[config.mk]
export PLATFORM = sky130hd
export DESIGN_NAME = vga_timing_gen_flat
export DESIGN_NICKNAME = d
export VERILOG_FILES = /design/src/rtl/vga_timing_gen_if.sv /design/src/rtl/vga_timing_gen.sv /design/src/flat_wrapper.sv
export SDC_FILE = /design/constraint.sdc
export NUM_CORES = 1
export LEC_CHECK = 0
export BUFFER_PORTS_ARGS = -buffer_cell sky130_fd_sc_hd__buf_2
export CORE_MARGIN = 2
export CORE_UTILIZATION = 35
export CTS_CLUSTER_DIAMETER = 40
export DETAILED_ROUTE_END_ITERATION = 16
export GPL_TIMING_DRIVEN = 1
export PLACE_DENSITY = 0.62
export SYNTH_ARGS = -nofsm -noshare
export SYNTH_HDL_FRONTEND = slang
export SYNTH_SLANG_ARGS = --single-unit
export TNS_END_PERCENT = 1
[constraint.sdc]
create_clock -name clk -period 1.7 [get_ports clk]
set_input_delay 0.17 -clock clk [delete_from_list [all_inputs] [get_ports clk]]
set_output_delay 0.17 -clock clk [all_outputs]
set_load 0.02 [all_outputs]
[src/rtl/vga_timing_gen_if.sv]
// Signal bundle between the VGA raster timing source and its neighbours
// (pixel renderer on one side, DE2-115 video DAC on the other).
interface vga_timing_gen_if;
  logic       i_clk_en;
  logic [9:0] o_x_cord;
  logic [9:0] o_y_cord;
  logic [7:0] i_VGA_R;
  logic [7:0] i_VGA_G;
  logic [7:0] i_VGA_B;
  logic [7:0] o_VGA_R;
  logic [7:0] o_VGA_G;
  logic [7:0] o_VGA_B;
  logic       o_VGA_HS;
  logic       o_VGA_VS;
  logic       o_VGA_BLANK_N;
  logic       o_VGA_SYNC_N;
  logic       o_frame_start;
  logic       o_vblank;

  // Timing generator side.
  modport master (
    input  i_clk_en, i_VGA_R, i_VGA_G, i_VGA_B,
    output o_x_cord, o_y_cord, o_VGA_R, o_VGA_G, o_VGA_B,
    output o_VGA_HS, o_VGA_VS, o_VGA_BLANK_N, o_VGA_SYNC_N,
    output o_frame_start, o_vblank
  );

  // Renderer / DAC / game-logic side.
  modport slave (
    output i_clk_en, i_VGA_R, i_VGA_G, i_VGA_B,
    input  o_x_cord, o_y_cord, o_VGA_R, o_VGA_G, o_VGA_B,
    input  o_VGA_HS, o_VGA_VS, o_VGA_BLANK_N, o_VGA_SYNC_N,
    input  o_frame_start, o_vblank
  );
endinterface

[src/rtl/vga_timing_gen.sv]
// VGA raster timing source. Sweeps the pixel/line counters, hands coordinates
// to the renderer, realigns the sync/blank qualifiers with the renderer's
// RGB after PIX_LAT enabled cycles, and registers everything toward the DAC
// so every pin sees the same PIX_LAT+1 cycle coordinate-to-pin latency.
module vga_timing_gen #(
  parameter int H_ACTIVE = 640,
  parameter int H_FP     = 16,
  parameter int H_SYNC   = 96,
  parameter int H_BP     = 48,
  parameter int V_ACTIVE = 480,
  parameter int V_FP     = 10,
  parameter int V_SYNC   = 2,
  parameter int V_BP     = 33,
  parameter int PIX_LAT  = 0
) (
  input  logic             clk,
  input  logic             rst_n,
  vga_timing_gen_if.master vga
);

  localparam int H_TOTAL = H_ACTIVE + H_FP + H_SYNC + H_BP;
  localparam int V_TOTAL = V_ACTIVE + V_FP + V_SYNC + V_BP;

  localparam logic [9:0] H_ACT_C  = 10'(H_ACTIVE);
  localparam logic [9:0] H_LAST_C = 10'(H_TOTAL - 1);
  localparam logic [9:0] HS_BEG_C = 10'(H_ACTIVE + H_FP);
  localparam logic [9:0] HS_END_C = 10'(H_ACTIVE + H_FP + H_SYNC);
  localparam logic [9:0] V_ACT_C  = 10'(V_ACTIVE);
  localparam logic [9:0] V_LAST_C = 10'(V_TOTAL - 1);
  localparam logic [9:0] VS_BEG_C = 10'(V_ACTIVE + V_FP);
  localparam logic [9:0] VS_END_C = 10'(V_ACTIVE + V_FP + V_SYNC);

  // Qualifiers that travel alongside the renderer's pipeline.
  typedef struct packed {
    logic active;
    logic hs;
    logic vs;
  } tap_t;

  // Idle value: blanked with both syncs deasserted, so a restart never
  // emits a stray partial sync pulse.
  localparam tap_t TAP_IDLE = '{active: 1'b0, hs: 1'b1, vs: 1'b1};

  logic [9:0] h_cnt;
  logic [9:0] v_cnt;
  logic       active_now;
  logic       hs_now;
  logic       vs_now;
  tap_t       tap_now;
  tap_t       tap_dly;
  logic [7:0] r_q;
  logic [7:0] g_q;
  logic [7:0] b_q;
  logic       hs_q;
  logic       vs_q;
  logic       blank_n_q;

  // Raster counters: pixel counter every enabled cycle, line counter on pixel wrap.
  // NOTE: clocked state uses non-blocking (<=) so every flop samples pre-edge values; blocking here would create order-dependent races.
  always_ff @(posedge clk) begin
    if (!rst_n) begin
      h_cnt <= '0;
      v_cnt <= '0;
    end else if (vga.i_clk_en) begin
      if (h_cnt == H_LAST_C) begin
        h_cnt <= '0;
        if (v_cnt == V_LAST_C) v_cnt <= '0;
        else                   v_cnt <= v_cnt + 10'd1;
      end else begin
        h_cnt <= h_cnt + 10'd1;
      end
    end
  end

  assign active_now = (h_cnt < H_ACT_C) && (v_cnt < V_ACT_C);
  assign hs_now     = !((h_cnt >= HS_BEG_C) && (h_cnt < HS_END_C));
  assign vs_now     = !((v_cnt >= VS_BEG_C) && (v_cnt < VS_END_C));
  assign tap_now    = '{active: active_now, hs: hs_now, vs: vs_now};

  generate
    if (PIX_LAT == 0) begin : g_no_dly
      assign tap_dly = tap_now;
    end else begin : g_dly
      tap_t line_q [PIX_LAT];

      // Delay line matching the renderer latency, advancing only on enabled cycles.
      // NOTE: this small delay line is reset on purpose: its contents drive sync pins straight after reset, unlike data-only storage which could skip reset.
      always_ff @(posedge clk) begin
        if (!rst_n) begin
          for (int i = 0; i < PIX_LAT; i++) line_q[i] <= TAP_IDLE;
        end else if (vga.i_clk_en) begin
          line_q[0] <= tap_now;
          for (int i = 1; i < PIX_LAT; i++) line_q[i] <= line_q[i-1];
        end
      end

      assign tap_dly = line_q[PIX_LAT-1];
    end
  endgenerate

  // Output register toward the DAC; colour is forced black outside the active area.
  always_ff @(posedge clk) begin
    if (!rst_n) begin
      r_q       <= '0;
      g_q       <= '0;
      b_q       <= '0;
      hs_q      <= 1'b1;
      vs_q      <= 1'b1;
      blank_n_q <= 1'b0;
    end else if (vga.i_clk_en) begin
      r_q       <= tap_dly.active ? vga.i_VGA_R : 8'd0;
      g_q       <= tap_dly.active ? vga.i_VGA_G : 8'd0;
      b_q       <= tap_dly.active ? vga.i_VGA_B : 8'd0;
      hs_q      <= tap_dly.hs;
      vs_q      <= tap_dly.vs;
      blank_n_q <= tap_dly.active;
    end
  end

  assign vga.o_x_cord      = active_now ? h_cnt : 10'd0;
  assign vga.o_y_cord      = active_now ? v_cnt : 10'd0;
  assign vga.o_VGA_R       = r_q;
  assign vga.o_VGA_G       = g_q;
  assign vga.o_VGA_B       = b_q;
  assign vga.o_VGA_HS      = hs_q;
  assign vga.o_VGA_VS      = vs_q;
  assign vga.o_VGA_BLANK_N = blank_n_q;
  assign vga.o_VGA_SYNC_N  = 1'b0;
  assign vga.o_frame_start = vga.i_clk_en && (h_cnt == 10'd0) && (v_cnt == 10'd0);
  assign vga.o_vblank      = (v_cnt >= V_ACT_C);

endmodule

[src/flat_wrapper.sv]
// flat-port wrapper written by rule: the top's interface ports become plain ports
module vga_timing_gen_flat 
#(
  parameter int H_ACTIVE = 640,
  parameter int H_FP     = 16,
  parameter int H_SYNC   = 96,
  parameter int H_BP     = 48,
  parameter int V_ACTIVE = 480,
  parameter int V_FP     = 10,
  parameter int V_SYNC   = 2,
  parameter int V_BP     = 33,
  parameter int PIX_LAT  = 0
)
  (clk, rst_n, vga_i_clk_en, vga_i_VGA_R, vga_i_VGA_G, vga_i_VGA_B, vga_o_x_cord, vga_o_y_cord, vga_o_VGA_R, vga_o_VGA_G, vga_o_VGA_B, vga_o_VGA_HS, vga_o_VGA_VS, vga_o_VGA_BLANK_N, vga_o_VGA_SYNC_N, vga_o_frame_start, vga_o_vblank);
  vga_timing_gen_if vga_i ();
  input  logic clk;
  input  logic rst_n;
  input wire logic [$bits(vga_i.i_clk_en)-1:0] vga_i_clk_en;
  input wire logic [$bits(vga_i.i_VGA_R)-1:0] vga_i_VGA_R;
  input wire logic [$bits(vga_i.i_VGA_G)-1:0] vga_i_VGA_G;
  input wire logic [$bits(vga_i.i_VGA_B)-1:0] vga_i_VGA_B;
  output wire logic [$bits(vga_i.o_x_cord)-1:0] vga_o_x_cord;
  output wire logic [$bits(vga_i.o_y_cord)-1:0] vga_o_y_cord;
  output wire logic [$bits(vga_i.o_VGA_R)-1:0] vga_o_VGA_R;
  output wire logic [$bits(vga_i.o_VGA_G)-1:0] vga_o_VGA_G;
  output wire logic [$bits(vga_i.o_VGA_B)-1:0] vga_o_VGA_B;
  output wire logic [$bits(vga_i.o_VGA_HS)-1:0] vga_o_VGA_HS;
  output wire logic [$bits(vga_i.o_VGA_VS)-1:0] vga_o_VGA_VS;
  output wire logic [$bits(vga_i.o_VGA_BLANK_N)-1:0] vga_o_VGA_BLANK_N;
  output wire logic [$bits(vga_i.o_VGA_SYNC_N)-1:0] vga_o_VGA_SYNC_N;
  output wire logic [$bits(vga_i.o_frame_start)-1:0] vga_o_frame_start;
  output wire logic [$bits(vga_i.o_vblank)-1:0] vga_o_vblank;
  assign vga_i.i_clk_en = vga_i_clk_en;
  assign vga_i.i_VGA_R = vga_i_VGA_R;
  assign vga_i.i_VGA_G = vga_i_VGA_G;
  assign vga_i.i_VGA_B = vga_i_VGA_B;
  assign vga_o_x_cord = vga_i.o_x_cord;
  assign vga_o_y_cord = vga_i.o_y_cord;
  assign vga_o_VGA_R = vga_i.o_VGA_R;
  assign vga_o_VGA_G = vga_i.o_VGA_G;
  assign vga_o_VGA_B = vga_i.o_VGA_B;
  assign vga_o_VGA_HS = vga_i.o_VGA_HS;
  assign vga_o_VGA_VS = vga_i.o_VGA_VS;
  assign vga_o_VGA_BLANK_N = vga_i.o_VGA_BLANK_N;
  assign vga_o_VGA_SYNC_N = vga_i.o_VGA_SYNC_N;
  assign vga_o_frame_start = vga_i.o_frame_start;
  assign vga_o_vblank = vga_i.o_vblank;
  vga_timing_gen #(.H_ACTIVE(H_ACTIVE), .H_FP(H_FP), .H_SYNC(H_SYNC), .H_BP(H_BP), .V_ACTIVE(V_ACTIVE), .V_FP(V_FP), .V_SYNC(V_SYNC), .V_BP(V_BP), .PIX_LAT(PIX_LAT)) u_core (.clk(clk), .rst_n(rst_n), .vga(vga_i));
endmodule
==> summary.md <==
| Metric | Value |
|---|---|
| First-pass GRT wire length | `just under 8000 microns` |
| # rows | `28` |
| RSZ-0062 raised after global routing | `yes` |
| Minimum clock period after layout | `just under 2 ns` |
| Worst Setup End Kind | `primary output` |
| Register bit count reported by yosys | `between 40 and 50` |
| Post-DRT Antenna Nets | `0` |
| CP Max Fanout | `3` |
| Crit path launch type | `register` |
| Share of the synthesized area in the top cell type | `0.452` |
| Final period util | `1.15` |
| Post-DP HPWL | `approximately 3700 microns` |
| DRT Pass-1 Iters | `4` |
| Post-Syn Instances | `~220` |
| Worst hold path class | `in -> reg` |
| Initial core utilization | `0.356` |
| Die H | `about 80 microns` |
| Yosys warns | `0` |
| # diodes | `0` |
| Vias in the first global route | `between 1.5k and 2k` |
| Max Clk Rate | `between 500 and 600 MHz` |
| Total number of vias | `between 1.5k and 2k` |
| PortBufs | `between 70 and 80` |
| Die width | `slightly above 80 microns` |
| Pleak | `about 1.4 nW` |
| Post-layout net count | `about 350` |
| Leading area contributor after synthesis | `dfxtp_1` |
| Vias per cell | `between 4 and 5` |
| CTS sink cnt | `47` |
| Initial antenna violation count | `0` |
| Cts bufs inserted | `5` |
| Total chip power | `roughly 0.0021 W` |
| CTS Buffer Depth | `2` |
| Top cells by area, synth | `dfxtp_1, a22o_1, and2_1` |
| Register area share after synthesis | `0.452` |
| Maximum VDD drop | `around 0.50 mV` |
| Global-route usage over all layers | `0.154` |
| Root Buffer | `clkbuf_8` |
| Post-Layout Inst Area | `between 2000 and 3000 sq um` |
| CTS tree | `yes` |
| Ports | `a little under 80` |
| Worst Setup Path Type | `reg -> out` |
| Clock slew at reported path FFs | `approximately 0.090 ns` |
| H-tree levels | `2` |
| Max Cap Viol | `0` |
| Setup violations, final | `26` |
| Clk_skew | `approximately 0.0053 ns` |
| Synth-to-Final Area Change | `38.7%` |
| Die Area | `approximately 6600 sq um` |
| GR Overflow Total | `0` |
| Hold_buf cts | `0` |
| Syn_area_per_cell | `~9.5 sq um` |
| GP Congestion | `~0.8` |
| Outcome | `finished with violations` |
| Pwr/cell area | `about 740 nW/um^2` |
| Non-Filler Instances | `approximately 390` |
| DRT iter0 DRCs | `60` |
| Core area | `5850 sq um` |
| Placed cells | `382` |
| Crit path DAT | `about 1.8 ns` |
| Critical path required time | `around 1.5 ns` |
| DR WL/cell | `roughly 13 microns` |
| Drc violations | `0` |
| Final worst slack | `-0.250 ns` |
| Worst skew pair latency | `0.30 ns` |
| Synth unique cells | `44` |
| Fill cell count | `580` |
| Final-report max-slew violation count | `0` |
| Layout cells sized above 1 | `0.426` |
| Failing checks | `setup timing` |
| Area post-placement | `roughly 2700 sq um` |
| Mapped Area | `2080 sq um` |
| Total Wirelength | `5090 microns` |
| Pin count of the biggest net entering global routing | `26` |
| Fin. Hold Viols | `0` |
==> critical path: stages, from the launching register on <==
cell and delay (ns):
dfxtp_2 0.33, or2_1 0.25, buf_6 0.13, nor2_4 0.10
nand4_1 0.17, nor4bb_1 0.30, buf_2 0.21
==> sequential cells by signal, summed over array words and instances, names as in the netlist <==
register / cells
u_core.vga.o_VGA_R: 8
u_core.v_cnt: 10
u_core.vga.o_VGA_B: 8
u_core.vga.o_VGA_HS: 1
u_core.vga.o_VGA_G: 8
u_core.h_cnt: 10
u_core.vga.o_VGA_BLANK_N: 1
u_core.vga.o_VGA_VS: 1
==> what timing repair did <==
action                     CTS  global route
setup endpoints to repair   26            28
hold endpoints to repair     0             0
resized for setup           16            10
buffers inserted             1             1
pin swaps                    4             5
gates cloned                 0             0
==> routing by layer <==
metal	track usage	up-vias	wire length, microns	part of all wire
met1	0.193	901	2330	0.46
met3	0.0456	8	392	0.077
met4	0.0661	0	105	0.021
met2	0.245	65	2260	0.44
li1	-	969	-	-
met5	0	-	0	0
==> path summary, 6_finish.rpt <==
kind                                               from  cells after the start  slack (ns)                               endpoint
hold / removal                           vga_i_VGA_G[3]                      2        0.08     u_core.vga.o_VGA_G[3]$_SDFFE_PN0P_
setup reg to reg           u_core.h_cnt[0]$_SDFFE_PN0P_                      6       -0.11           u_core.v_cnt[7]$_SDFFE_PN0P_
setup / recovery           u_core.h_cnt[6]$_SDFFE_PN0P_                      6       -0.25                      vga_o_frame_start
hold reg to reg   u_core.vga.o_VGA_BLANK_N$_SDFFE_PN0P_                      1        0.45  u_core.vga.o_VGA_BLANK_N$_SDFFE_PN0P_
==> power by group <==
group	leakage, nW	switching [W]	internal, W
sequential	0.387	0.0000204	0.00114
clock	0.0474	0.000378	0.000332
combinational	0.919	0.000153	0.000119
==> logic make-up (layout without fill, tap and decap cells) <==
group                    count (synthesis)  in the layout  share of synthesized area
AND/OR/NAND/NOR                         86             86                      0.253
flip-flops                              47             47                      0.452
AO/OA/AOI/OAI                           45             45                      0.161
buffers and inverters                   23            120                     0.0505
XOR/XNOR                                10             10                     0.0421
adder cells (fa/ha/maj)                  5              5                     0.0300
multiplexers                             2              2                    0.00962
other                                    1              2                    0.00180
==> cell usage after synthesis, drive strengths merged <==
master	count
o31ai	1
dfxtp	47
inv	7
xnor2	5
ha	5
nand2b	3
nand2	9
a21o	1
o21ai	10
a21boi	1
nand3	9
a31oi	1
or2	1
a21oi	5
and4	2
mux2i	2
nor4	3
o2111ai	1
nor3b	1
and2	21
nor2	12
clkbuf	10
nand4b	2
nand4	6
and3	4
or3b	1
xor2	5
o41ai	1
nor4bb	1
and4bb	1
a22o	24
or4	2
or3	6
nor2b	2
buf	6
conb	1
==> area by class of cell <==
class	instances	area (sq um)	area share
flip-flops and latches	47	948	0.328
inverters	7	31.3	0.0108
clock buffers	6	82.6	0.0286
well taps	75	93.8	0.0325
multi-input cells	150	1090	0.378
clock inverters	2	16.3	0.00563
repair buffers	105	623	0.216
==> per-stage QoR <==
stage	hold WS [ns]	utilization	worst slack (ns)	setup TNS (ns)
2_1_floorplan	0.303	-	-0.0423	-0.109
3_3_place_gp	0.389	0.460	0.0198	0
3_5_place_dp	0.392	0.460	-0.0236	-0.0372
4_1_cts	0.0722	0.488	-0.254	-2.36
5_1_grt	0.0649	0.494	-0.295	-3.41
6_report	0.0836	0.494	-0.250	-1.03
==> cell usage in the layout (no fill, tap or decap), drive strengths merged, types with 6 or more instances in the layout <==
cell and n:
nand4 6, a22o 24, dfxtp 47, inv 7, nand3 9, or3 6
nor2 12, nand2 9, buf 105, o21ai 10, clkbuf 6, and2 21
(Power assumes the default switching activity.)
